[src/rtl/octree_updater_if.sv]
// Request/completion handshake and node-SRAM port between the octree controller
// (master) and the occupancy updater (slave).
interface octree_updater_if #(
    parameter int LVL_W  = 2,
    parameter int IDX_W  = 9,
    parameter int ADDR_W = 12
);
    logic              add_anchor;
    logic              del_anchor;
    logic [LVL_W-1:0]  anchor_level;
    logic [IDX_W-1:0]  anchor_idx;
    logic              add_done;
    logic              del_done;
    logic              err;
    logic              busy;
    logic              mem_req;
    logic              mem_we;
    logic [ADDR_W-1:0] mem_addr;
    logic [7:0]        mem_wdata;
    logic [7:0]        mem_rdata;

    modport master (
        output add_anchor, del_anchor, anchor_level, anchor_idx, mem_rdata,
        input  add_done, del_done, err, busy, mem_req, mem_we, mem_addr, mem_wdata
    );

    modport slave (
        input  add_anchor, del_anchor, anchor_level, anchor_idx, mem_rdata,
        output add_done, del_done, err, busy, mem_req, mem_we, mem_addr, mem_wdata
    );
endinterface

[src/rtl/octree_updater.sv]
// Octree occupancy updater: read-modify-write walk from an anchor's parent toward the root.
// Define OCTREE_DEL_PRUNE_EN to let deletes clear ancestors whose masks become empty.
module octree_updater #(
    parameter int TREE_DEPTH = 4,
    parameter int LVL_W      = 2,
    parameter int IDX_W      = 9,
    parameter int ADDR_W     = 12
) (
    input  logic clk,
    input  logic rst,
    octree_updater_if.slave bus
);
    localparam logic [2:0] ST_IDLE  = 3'd0;
    localparam logic [2:0] ST_RD    = 3'd1;
    localparam logic [2:0] ST_CHECK = 3'd2;
    localparam logic [2:0] ST_WR    = 3'd3;
    localparam logic [2:0] ST_DONE  = 3'd4;

`ifdef OCTREE_DEL_PRUNE_EN
    localparam bit PRUNE = 1'b1;
`else
    localparam bit PRUNE = 1'b0;
`endif

    logic [2:0]        state_q, state_d;
    logic              op_del_q, op_del_d;
    logic              err_q, err_d;
    logic [LVL_W-1:0]  cl_q, cl_d;
    logic [IDX_W-1:0]  ci_q, ci_d;
    logic [7:0]        wdata_q, wdata_d;
    logic              cont_q, cont_d;

    // Per-level node base addresses: base(l) = (8^l - 1) / 7.
    logic [ADDR_W-1:0] base_tab [TREE_DEPTH];
    for (genvar gi = 0; gi < TREE_DEPTH; gi++) begin : g_base
        localparam int BASE = ((1 << (3 * gi)) - 1) / 7;
        assign base_tab[gi] = ADDR_W'(BASE);
    end

    logic [LVL_W-1:0]  plvl;
    logic [ADDR_W-1:0] paddr;
    logic [7:0]        slot_bit;
    logic [7:0]        mask_set;
    logic [7:0]        mask_clr;
    logic              req_any;
    logic              lvl_valid;
    logic [IDX_W-1:0]  idx_masked;

    assign plvl       = cl_q - LVL_W'(1);
    assign paddr      = base_tab[plvl] + ADDR_W'(ci_q >> 3);
    assign slot_bit   = 8'b1 << ci_q[2:0];
    assign mask_set   = bus.mem_rdata | slot_bit;
    assign mask_clr   = bus.mem_rdata & ~slot_bit;
    assign req_any    = bus.add_anchor | bus.del_anchor;
    assign lvl_valid  = (bus.anchor_level != '0) && (int'(bus.anchor_level) < TREE_DEPTH);
    assign idx_masked = bus.anchor_idx & ~({IDX_W{1'b1}} << (3 * int'(bus.anchor_level)));

    always_comb begin
        state_d  = state_q;
        op_del_d = op_del_q;
        err_d    = err_q;
        cl_d     = cl_q;
        ci_d     = ci_q;
        wdata_d  = wdata_q;
        cont_d   = cont_q;
        case (state_q)
            ST_IDLE: begin
                if (req_any) begin
                    op_del_d = ~bus.add_anchor;
                    cl_d     = bus.anchor_level;
                    ci_d     = idx_masked;
                    cont_d   = 1'b0;
                    err_d    = ~lvl_valid;
                    state_d  = lvl_valid ? ST_RD : ST_DONE;
                end
            end
            ST_RD: state_d = ST_CHECK;
            ST_CHECK: begin
                // Early exit when the slot already holds the wanted value.
                if (!op_del_q) begin
                    if ((bus.mem_rdata & slot_bit) != '0) begin
                        state_d = ST_DONE;
                    end else begin
                        wdata_d = mask_set;
                        cont_d  = (bus.mem_rdata == '0) && (plvl != '0);
                        state_d = ST_WR;
                    end
                end else begin
                    if ((bus.mem_rdata & slot_bit) == '0) begin
                        state_d = ST_DONE;
                    end else begin
                        wdata_d = mask_clr;
                        cont_d  = PRUNE && (mask_clr == '0) && (plvl != '0);
                        state_d = ST_WR;
                    end
                end
            end
            ST_WR: begin
                if (cont_q) begin
                    cl_d    = plvl;
                    ci_d    = ci_q >> 3;
                    state_d = ST_RD;
                end else begin
                    state_d = ST_DONE;
                end
            end
            ST_DONE: begin
                err_d   = 1'b0;
                state_d = ST_IDLE;
            end
            default: state_d = ST_IDLE;
        endcase
    end

    always_ff @(posedge clk) begin
        if (rst) begin
            state_q  <= ST_IDLE;
            op_del_q <= 1'b0;
            err_q    <= 1'b0;
            cl_q     <= '0;
            ci_q     <= '0;
            wdata_q  <= '0;
            cont_q   <= 1'b0;
        end else begin
            state_q  <= state_d;
            op_del_q <= op_del_d;
            err_q    <= err_d;
            cl_q     <= cl_d;
            ci_q     <= ci_d;
            wdata_q  <= wdata_d;
            cont_q   <= cont_d;
        end
    end

    // Every output is a pure decode of state, so reset forces all of them to 0.
    assign bus.busy      = (state_q != ST_IDLE);
    assign bus.add_done  = (state_q == ST_DONE) && !op_del_q;
    assign bus.del_done  = (state_q == ST_DONE) && op_del_q;
    assign bus.err       = (state_q == ST_DONE) && err_q;
    assign bus.mem_req   = (state_q == ST_RD) || (state_q == ST_WR);
    assign bus.mem_we    = (state_q == ST_WR);
    assign bus.mem_addr  = bus.mem_req ? paddr : '0;
    assign bus.mem_wdata = (state_q == ST_WR) ? wdata_q : '0;
endmodule

[src/flat_wrapper.sv]
// flat-port wrapper written by rule: the top's interface ports become plain ports
module octree_updater_flat 
#(
    parameter int TREE_DEPTH = 4,
    parameter int LVL_W      = 2,
    parameter int IDX_W      = 9,
    parameter int ADDR_W     = 12
)
  (clk, rst, bus_add_anchor, bus_del_anchor, bus_anchor_level, bus_anchor_idx, bus_mem_rdata, bus_add_done, bus_del_done, bus_err, bus_busy, bus_mem_req, bus_mem_we, bus_mem_addr, bus_mem_wdata);
  octree_updater_if #(.LVL_W(LVL_W), .IDX_W(IDX_W), .ADDR_W(ADDR_W)) bus_i ();
  input  logic clk;
  input  logic rst;
  input wire logic [$bits(bus_i.add_anchor)-1:0] bus_add_anchor;
  input wire logic [$bits(bus_i.del_anchor)-1:0] bus_del_anchor;
  input wire logic [$bits(bus_i.anchor_level)-1:0] bus_anchor_level;
  input wire logic [$bits(bus_i.anchor_idx)-1:0] bus_anchor_idx;
  input wire logic [$bits(bus_i.mem_rdata)-1:0] bus_mem_rdata;
  output wire logic [$bits(bus_i.add_done)-1:0] bus_add_done;
  output wire logic [$bits(bus_i.del_done)-1:0] bus_del_done;
  output wire logic [$bits(bus_i.err)-1:0] bus_err;
  output wire logic [$bits(bus_i.busy)-1:0] bus_busy;
  output wire logic [$bits(bus_i.mem_req)-1:0] bus_mem_req;
  output wire logic [$bits(bus_i.mem_we)-1:0] bus_mem_we;
  output wire logic [$bits(bus_i.mem_addr)-1:0] bus_mem_addr;
  output wire logic [$bits(bus_i.mem_wdata)-1:0] bus_mem_wdata;
  assign bus_i.add_anchor = bus_add_anchor;
  assign bus_i.del_anchor = bus_del_anchor;
  assign bus_i.anchor_level = bus_anchor_level;
  assign bus_i.anchor_idx = bus_anchor_idx;
  assign bus_i.mem_rdata = bus_mem_rdata;
  assign bus_add_done = bus_i.add_done;
  assign bus_del_done = bus_i.del_done;
  assign bus_err = bus_i.err;
  assign bus_busy = bus_i.busy;
  assign bus_mem_req = bus_i.mem_req;
  assign bus_mem_we = bus_i.mem_we;
  assign bus_mem_addr = bus_i.mem_addr;
  assign bus_mem_wdata = bus_i.mem_wdata;
  octree_updater #(.TREE_DEPTH(TREE_DEPTH), .LVL_W(LVL_W), .IDX_W(IDX_W), .ADDR_W(ADDR_W)) u_core (.clk(clk), .rst(rst), .bus(bus_i));
endmodule
[config.mk]
export PLATFORM = sky130hd
export DESIGN_NAME = octree_updater_flat
export DESIGN_NICKNAME = d
export VERILOG_FILES = /design/src/rtl/octree_updater_if.sv /design/src/rtl/octree_updater.sv /design/src/flat_wrapper.sv
export SDC_FILE = /design/constraint.sdc
export NUM_CORES = 1
export LEC_CHECK = 0
export ABC_AREA = 1
export BUFFER_PORTS_ARGS = -buffer_cell sky130_fd_sc_hd__buf_2
export CAP_MARGIN = 5
export CORE_MARGIN = 4
export CORE_UTILIZATION = 30
export DETAILED_ROUTE_END_ITERATION = 12
export GPL_ROUTABILITY_DRIVEN = 0
export HOLD_SLACK_MARGIN = 0.08
export PLACE_DENSITY_LB_ADDON = 0.1
export SYNTH_ARGS = -nofsm -noshare
export SYNTH_HDL_FRONTEND = slang
export SYNTH_SLANG_ARGS = --single-unit
[constraint.sdc]
create_clock -name clk -period 2.1 [get_ports clk]
set_clock_uncertainty 0.05 [all_clocks]
set_input_delay 0.63 -clock clk [delete_from_list [all_inputs] [get_ports clk]]
set_output_delay 0.63 -clock clk [all_outputs]
set_load 0.02 [all_outputs]
==> results of run 1 <==
## worst max path at each step
stage,end,slack (ns),depth (start not counted)
global route,bus_mem_addr[6],-0.64,10
floorplan,bus_mem_addr[6],-0.14,9
finish,bus_mem_addr[6],-0.54,10
detailed placement,bus_mem_addr[6],-0.29,11
CTS,bus_mem_addr[6],-0.55,11
global placement,bus_mem_addr[6],-0.27,11
## layout make-up
type	instances	area share, %
Multi-Input combinational cell	187	50.42
Timing Repair Buffer	60	16.44
Clock buffer	4	1.909
Tap cell	72	3.818
Sequential cell	25	21.53
Inverter	33	5.885
## layout by cell type, fill, tap and decap left out, types with 2 or more instances in the layout
cell type	synthesis	routed
a21oi_1	11	9
a21oi_2	9	11
a311oi_1	2	2
a31oi_1	4	4
buf_2	1	34
buf_4	4	20
buf_6	6	6
clkbuf_8	0	3
conb_1	1	4
dfxtp_1	25	21
dfxtp_2	0	3
ha_4	0	5
inv_1	27	20
inv_2	3	7
inv_4	3	6
nand2_1	34	34
nand2_2	11	11
nand2_4	3	3
nand3_1	26	25
nand4_1	8	8
nand4_2	2	2
nor2_1	31	29
nor2_4	0	2
nor3_1	3	2
nor4_1	2	2
o21ai_0	23	20
o21ai_2	0	2
## metal layers
| metal | up-vias | share of wire (%) |
|---|---|---|
| li1 | 963 | - |
| met4 | 0 | 0.48 |
| met3 | 2 | 5.6 |
| met2 | 48 | 48 |
| met1 | 821 | 46 |
| met5 | - | 0 |
## per-stage QoR
| step | setup TNS [ns] | cell area (µm²) |
|---|---|---|
| floorplan | -0.3623 | 1903 |
| global placement | -0.7455 | 2201 |
| detailed placement | -0.8228 | 2201 |
| CTS | -2.608 | 2295 |
| global route | -3.093 | 2360 |
| finish | -2.358 | 2360 |
## sequential cells by signal (all words and copies together), names as in the netlist
register / flops
u_core.cl_q: 2
u_core.wdata_q: 8
u_core.op_del_q: 1
u_core.cont_q: 1
u_core.ci_q: 9
u_core.err_q: 1
u_core.state_q: 3
## report_power, final
| part | total, W | internal, W | leakage, nW | switching [W] |
|---|---|---|---|---|
| combinational | 0.000905 | 0.000356 | 0.778 | 0.000549 |
| sequential | 0.000665 | 0.000555 | 0.207 | 0.000110 |
| clock | 0.000296 | 0.000136 | 0.0228 | 0.000160 |
## cells by family after synthesis
| logic type | count (synthesis) | share of synthesized area (%) |
|---|---|---|
| buffers and inverters | 48 | 13.86 |
| other | 1 | 0.2087 |
| flip-flops | 25 | 27.86 |
| AND/OR/NAND/NOR | 124 | 35.38 |
| AO/OA/AOI/OAI | 54 | 19.22 |
| adder cells (fa/ha/maj) | 5 | 3.482 |
## critical path: cells and delay by family, from the launching register on
kind	cells	cell delay, ns
simple gates	2	0.24
fa+ha+maj	2	0.51
flops	1	0.39
compound gates	2	0.31
buf+inv	4	0.26
## repair_timing
item	in CTS	in global routing
buffers inserted	2	0
hold buffers	0	0
gates resized for setup	11	24
pin swaps	3	5
endpoints found under the setup margin	8	20
==> results.md, run 1 <==
* Status: finished, violations left
* Failing checks: setup timing
* Synth Warn # at 0
* Mapped Cells at 257
* Fillers at approximately 610
* # setup viols final at 7
* Fin Hold WS at 0.4200 ns
* CTS tree: done
* Wire length per cell at between 10 and 15 µm
* # rows at 27
* Inst Count DP at between 300 and 400
* CTS max path bufs at 2
* Core box area at about 0.0056 mm²
* Worst R2R Setup Slack at a little under 0.4 ns
* Nets at between 300 and 400
* Port Buffers at 44
* Area delta synth->final at 31.34%
* IO Count at a little under 50
* RR Startpoint: u_core.ci_q[2]$_SDFFE_PP0P_
* R2R Path End: u_core.wdata_q[2]$_SDFFE_PP0P_
* Total CTS buffers at 3
* CTS H-tree lvls at 1
* GR peak layer: met2
* FMAX at 378.5 MHz
* Reg2reg path depth at 9
* Post-synth top flop: dfxtp_1
* GRT met1 Usage at between 10% and 20%
* Hold Crit Start: u_core.wdata_q[3]$_SDFFE_PP0P_
* Crit Path Max Fanout at 3
* Area leader, netlist: dfxtp_1
* Detailed placer's ending HPWL at around 3.8 mm
* Via density at slightly below 5
* Count leader, synth: nand2_1
* Cell Pwr Density at between 700 and 800 mW/mm²
* Worst hold path endpoint: u_core.wdata_q[3]$_SDFFE_PP0P_
* Required @ worst endpoint at ~1.4 ns
* Drt pass-1 iters at 4
* Met3 usage at approximately 3%
* Root Driver: clkbuf_8
* Max incr delay on CP at a little under 0.4 ns
* DRT antenna net count at 0
* Routed WL at between 4 and 5 mm
* Post-route setup slack at -0.5420 ns
* Maxcap violations at 0
* Chip height at ~85 µm
* Register area at between 500 and 600 µm²
* Grt met2 use at between 20% and 30%
* Fin util at approximately two fifths
* Die Width at 85.39 µm
* GRT overflow at 0
* Starting Density at between 30% and 40%
* Leakage power at 1.007 nW
* Mean area per synthesized cell at 6.991 µm²
* Worst hold path type: register to register
* Synth Register Bits at 25
* Pin count of the biggest net entering global routing at 20
* Yosys top cell area share at between 20% and 30%
* Synth unique cells at 33
* Vias in the first global route at about 1600
* Post-Synthesis Cell Area at between 0.0015 and 0.002 mm²
* Hold violation count in the final report at 0
* Clock Pin Slew Worst Setup and Hold Paths at 0.10 ns
* CP startpoint kind: register
* Min-Delay Path Depth at 2
* RSZ-0062 raised after global routing: yes
* Drc violations at 0
* Die area at between 0.007 and 0.008 mm²
* Number of DRC markers in iteration 0 at between 100 and 150
* Ys async rst share at 0%
* Pre-CTS setup slack at -0.2874 ns
* # diodes at 0
* Non-Filler Instances at between 300 and 400
* Post-synthesis sequential area ratio at 27.86%
* Initial antenna violation count at 0
* Final Slew Violations at 0
* Crit path kind: register to primary output
* Final Power at about 0.0019 W
* First-pass GRT wire length at 7.962 mm
* Fin crit share at 125.8%
* CP Capture Type: primary output
* Multi-input logic area at around 0.0012 mm²
* CTS sink count at 25
* Crit path from: u_core.cl_q[0]$_SDFFE_PP0P_
* Via count at roughly 1800
* Worst VDD drop at 0.3125 mV
* Synth top cells by count: 34 x nand2_1, 31 x nor2_1, 27 x inv_1
* Crit path DAT at 1.96 ns
* Synth area leaders: dfxtp_1 28%, nand3_1 7.2%, nand2_1 7.1%
* Period minus WS final at 2.642 ns
* Clock latency on the worst-skew pair at between 0.2 and 0.3 ns
* Share of cells above drive strength 1 at about two fifths
* All-Layer GR Usage at a little over an eighth
* Post-synth EDFFs at 0
* Critical-path cell list: inv_4 -> ha_4 -> inv_2 -> ha_4 -> inv_2 -> o21ai_2 -> and2_4 -> nand3_4 -> a32oi_4 -> buf_6
* Slowest CP cell: dfxtp_4
Note: power is estimated with default switching activity, not from simulation.
==> inputs of run 2 (changes only) <==
==> constraint.sdc (replaced) <==
create_clock -name clk -period 2.1 [get_ports clk]
set_clock_uncertainty 0.05 [all_clocks]
set_input_delay 0.42 -clock clk [delete_from_list [all_inputs] [get_ports clk]]
set_output_delay 0.42 -clock clk [all_outputs]
set_load 0.02 [all_outputs]
==> run 2 against run 1 <==
  * Sequential cell count is the same
  * Highest routed layer unchanged
  * Largest power group unchanged
  * The flow still finishes with violations (setup timing)
  * Die area unchanged
  * Hold slack worse by 0.091 ns
  * First-iteration DRC count decreased by 18%
  * Core utilization is 1.3 points lower
==> results.md, run 2 (synthesis gave the netlist of run 1 again) <==
* Pin count of the biggest net entering global routing at 23
* RR Startpoint: u_core.ci_q[2]$_SDFFE_PP0P_
* Most common cell after layout, fill and taps aside: buf_2
* Worst Setup EP: bus_mem_addr[6]
* Initial antenna violation count at 0
* Worst Max-Slew Pin Slew at about 0.54 ns
* Largest regs: u_core.ci_q (9), u_core.wdata_q (8), u_core.state_q (3)
* Die Width at around 85 µm
* Worst VDD drop at approximately 0.35 mV
* Clock latency on the worst-skew pair at about 0.28 ns
* Status: finished, violations left
* Failing checks: setup timing
* Chip height at between 80 and 90 µm
* Reg2reg path depth at 9
* All-Layer GR Usage at around 14%
* Vias in the first global route at about 1700
* Die area at between 0.007 and 0.008 mm²
* # diodes at 0
* DRT antenna net count at 0
* Post-route setup slack at -0.3237 ns
* Total CTS buffers at 3
* CTS sink count at 25
* Worst hold path type: input pin to register
* IO Count at 49
* Crit path from: u_core.cl_q[0]$_SDFFE_PP0P_
* Via density at approximately 4.7
* CP startpoint kind: register
* Largest register FFs at 9
* Detailed placer's ending HPWL at between 3 and 4 mm
* Port Buffers at 44
* Top reg by flops: u_core.ci_q
* Area delta synth->final at 27.16%
* Share of cells above drive strength 1 at a little under two fifths
* Worst R2R Setup Slack at 0.36 ns
* Crit path kind: register to primary output
* Core box area at around 0.0056 mm²
* CTS H-tree lvls at 1
* DP Area at about 0.0021 mm²
* R2R Path End: u_core.wdata_q[4]$_SDFFE_PP0P_
* CP Capture Type: primary output
* GRT overflow at 0
* CTS tree: done
* Fin crit share at 115.4%
* Maxcap violations at 0
* # setup viols final at 5
* Drt pass-1 iters at 5
* Final Power at about 0.0019 W
* FMAX at roughly 410 MHz
* Via count at approximately 1800
* Starting Density at a little under a third
* Required @ worst endpoint at between 1.5 and 2 ns
* CTS max path bufs at 2
* RSZ-0062 raised after global routing: yes
* Crit Path Max Fanout at 3
* Drc violations at 0
* # rows at 27
* Slew HR at about 64%
* Routed WL at between 4 and 5 mm
* Cell Pwr Density at 818.3 mW/mm²
* Leakage power at about 1 nW
* Nets at 334
* Crit path DAT at between 1.5 and 2 ns
* Hold violation count in the final report at 0
* First-pass GRT wire length at about 8.3 mm
* Post-Layout Inst Area at 0.002285 mm²
* Final Slew Violations at 0
* Root Driver: clkbuf_8
* Number of DRC markers in iteration 0 at 84
* Period minus WS final at between 2 and 2.5 ns
* Clock Pin Slew Worst Setup and Hold Paths at ~0.090 ns
* Wire length per cell at about 13 µm
* Commonest non-fill, non-tap cells in the layout: 37 x buf_2, 34 x nand2_1, 30 x nor2_1, 25 x nand3_1, 23 x dfxtp_1
run 2: cell count changes in the layout (fill, tap and decap cells not counted), sizes merged:
cell	previous run	this run
buf	60	56
clkinvlp	0	1
clkbuf	4	3
run 2: how the worst min path moves through the flow:
stage                     slack, ns                      startpoint  cells after the start                        endpoint
after CTS                      0.32                  bus_add_anchor                      2    u_core.op_del_q$_SDFFE_PP0P_
after global placement         0.41  u_core.wdata_q[0]$_SDFFE_PP0P_                      2  u_core.wdata_q[0]$_SDFFE_PP0P_
after floorplan                0.40  u_core.wdata_q[0]$_SDFFE_PP0P_                      2  u_core.wdata_q[0]$_SDFFE_PP0P_
final                          0.33                  bus_add_anchor                      2    u_core.op_del_q$_SDFFE_PP0P_
after detailed placement       0.41  u_core.wdata_q[1]$_SDFFE_PP0P_                      2  u_core.wdata_q[1]$_SDFFE_PP0P_
after global routing           0.33                  bus_add_anchor                      2    u_core.op_del_q$_SDFFE_PP0P_
run 2: critical path, stage by stage (launching register included):
cell and delay (ns):
dfxtp_4 0.39, inv_4 0.04, ha_4 0.26, inv_2 0.04
ha_4 0.25, inv_2 0.04, o21ai_2 0.12, and2_4 0.17
nand3_2 0.06, a32oi_2 0.16, buf_4 0.17
run 2: metal layers:
metal	up-vias	track usage (%)	share of wire, %
met5	-	0	0
met4	0	1.727	0.50
met3	2	2.718	3.4
met2	28	24.15	46
met1	780	18.60	50
li1	948	-	-
run 2: layout make-up:
type                            count  area [µm²]
Clock buffer                        3       41.29
Clock inverter                      1       7.507
Fill cell                         627        3357
Inverter                           33       138.9
Multi-Input combinational cell    187        1159
Sequential cell                    25       505.5
Tap cell                           72       90.09
Timing Repair Buffer               56       342.8
run 2: what timing repair did:
action | 4_1_cts | 5_1_grt
setup endpoints to repair | 7 | 15
hold buffers | 0 | 0
setup buffers | 2 | 1
gates resized for setup | 28 | 12
pin swaps | 6 | 4
run 2: metrics by stage:
step                TNS [ns]  setup WS (ns)  utilization, %  cells  hold slack (ns)
floorplan           -0.04450       -0.03237               -    260           0.3953
global placement     -0.1682        -0.1192           36.90    370           0.4066
detailed placement   -0.2845        -0.1832           36.90    370           0.4055
CTS                   -1.384        -0.3506           39.81    376           0.3235
global route          -1.781        -0.4099           40.50    377           0.3255
finish                -1.195        -0.3237           40.50    377           0.3289
run 2: where the power goes:
part | leakage, nW | switching (W) | internal (W)
sequential | 0.206 | 0.000103 | 0.000553
combinational | 0.756 | 0.000549 | 0.000356
clock | 0.0217 | 0.000173 | 0.000135
total | 0.983 | 0.000826 | 0.00104
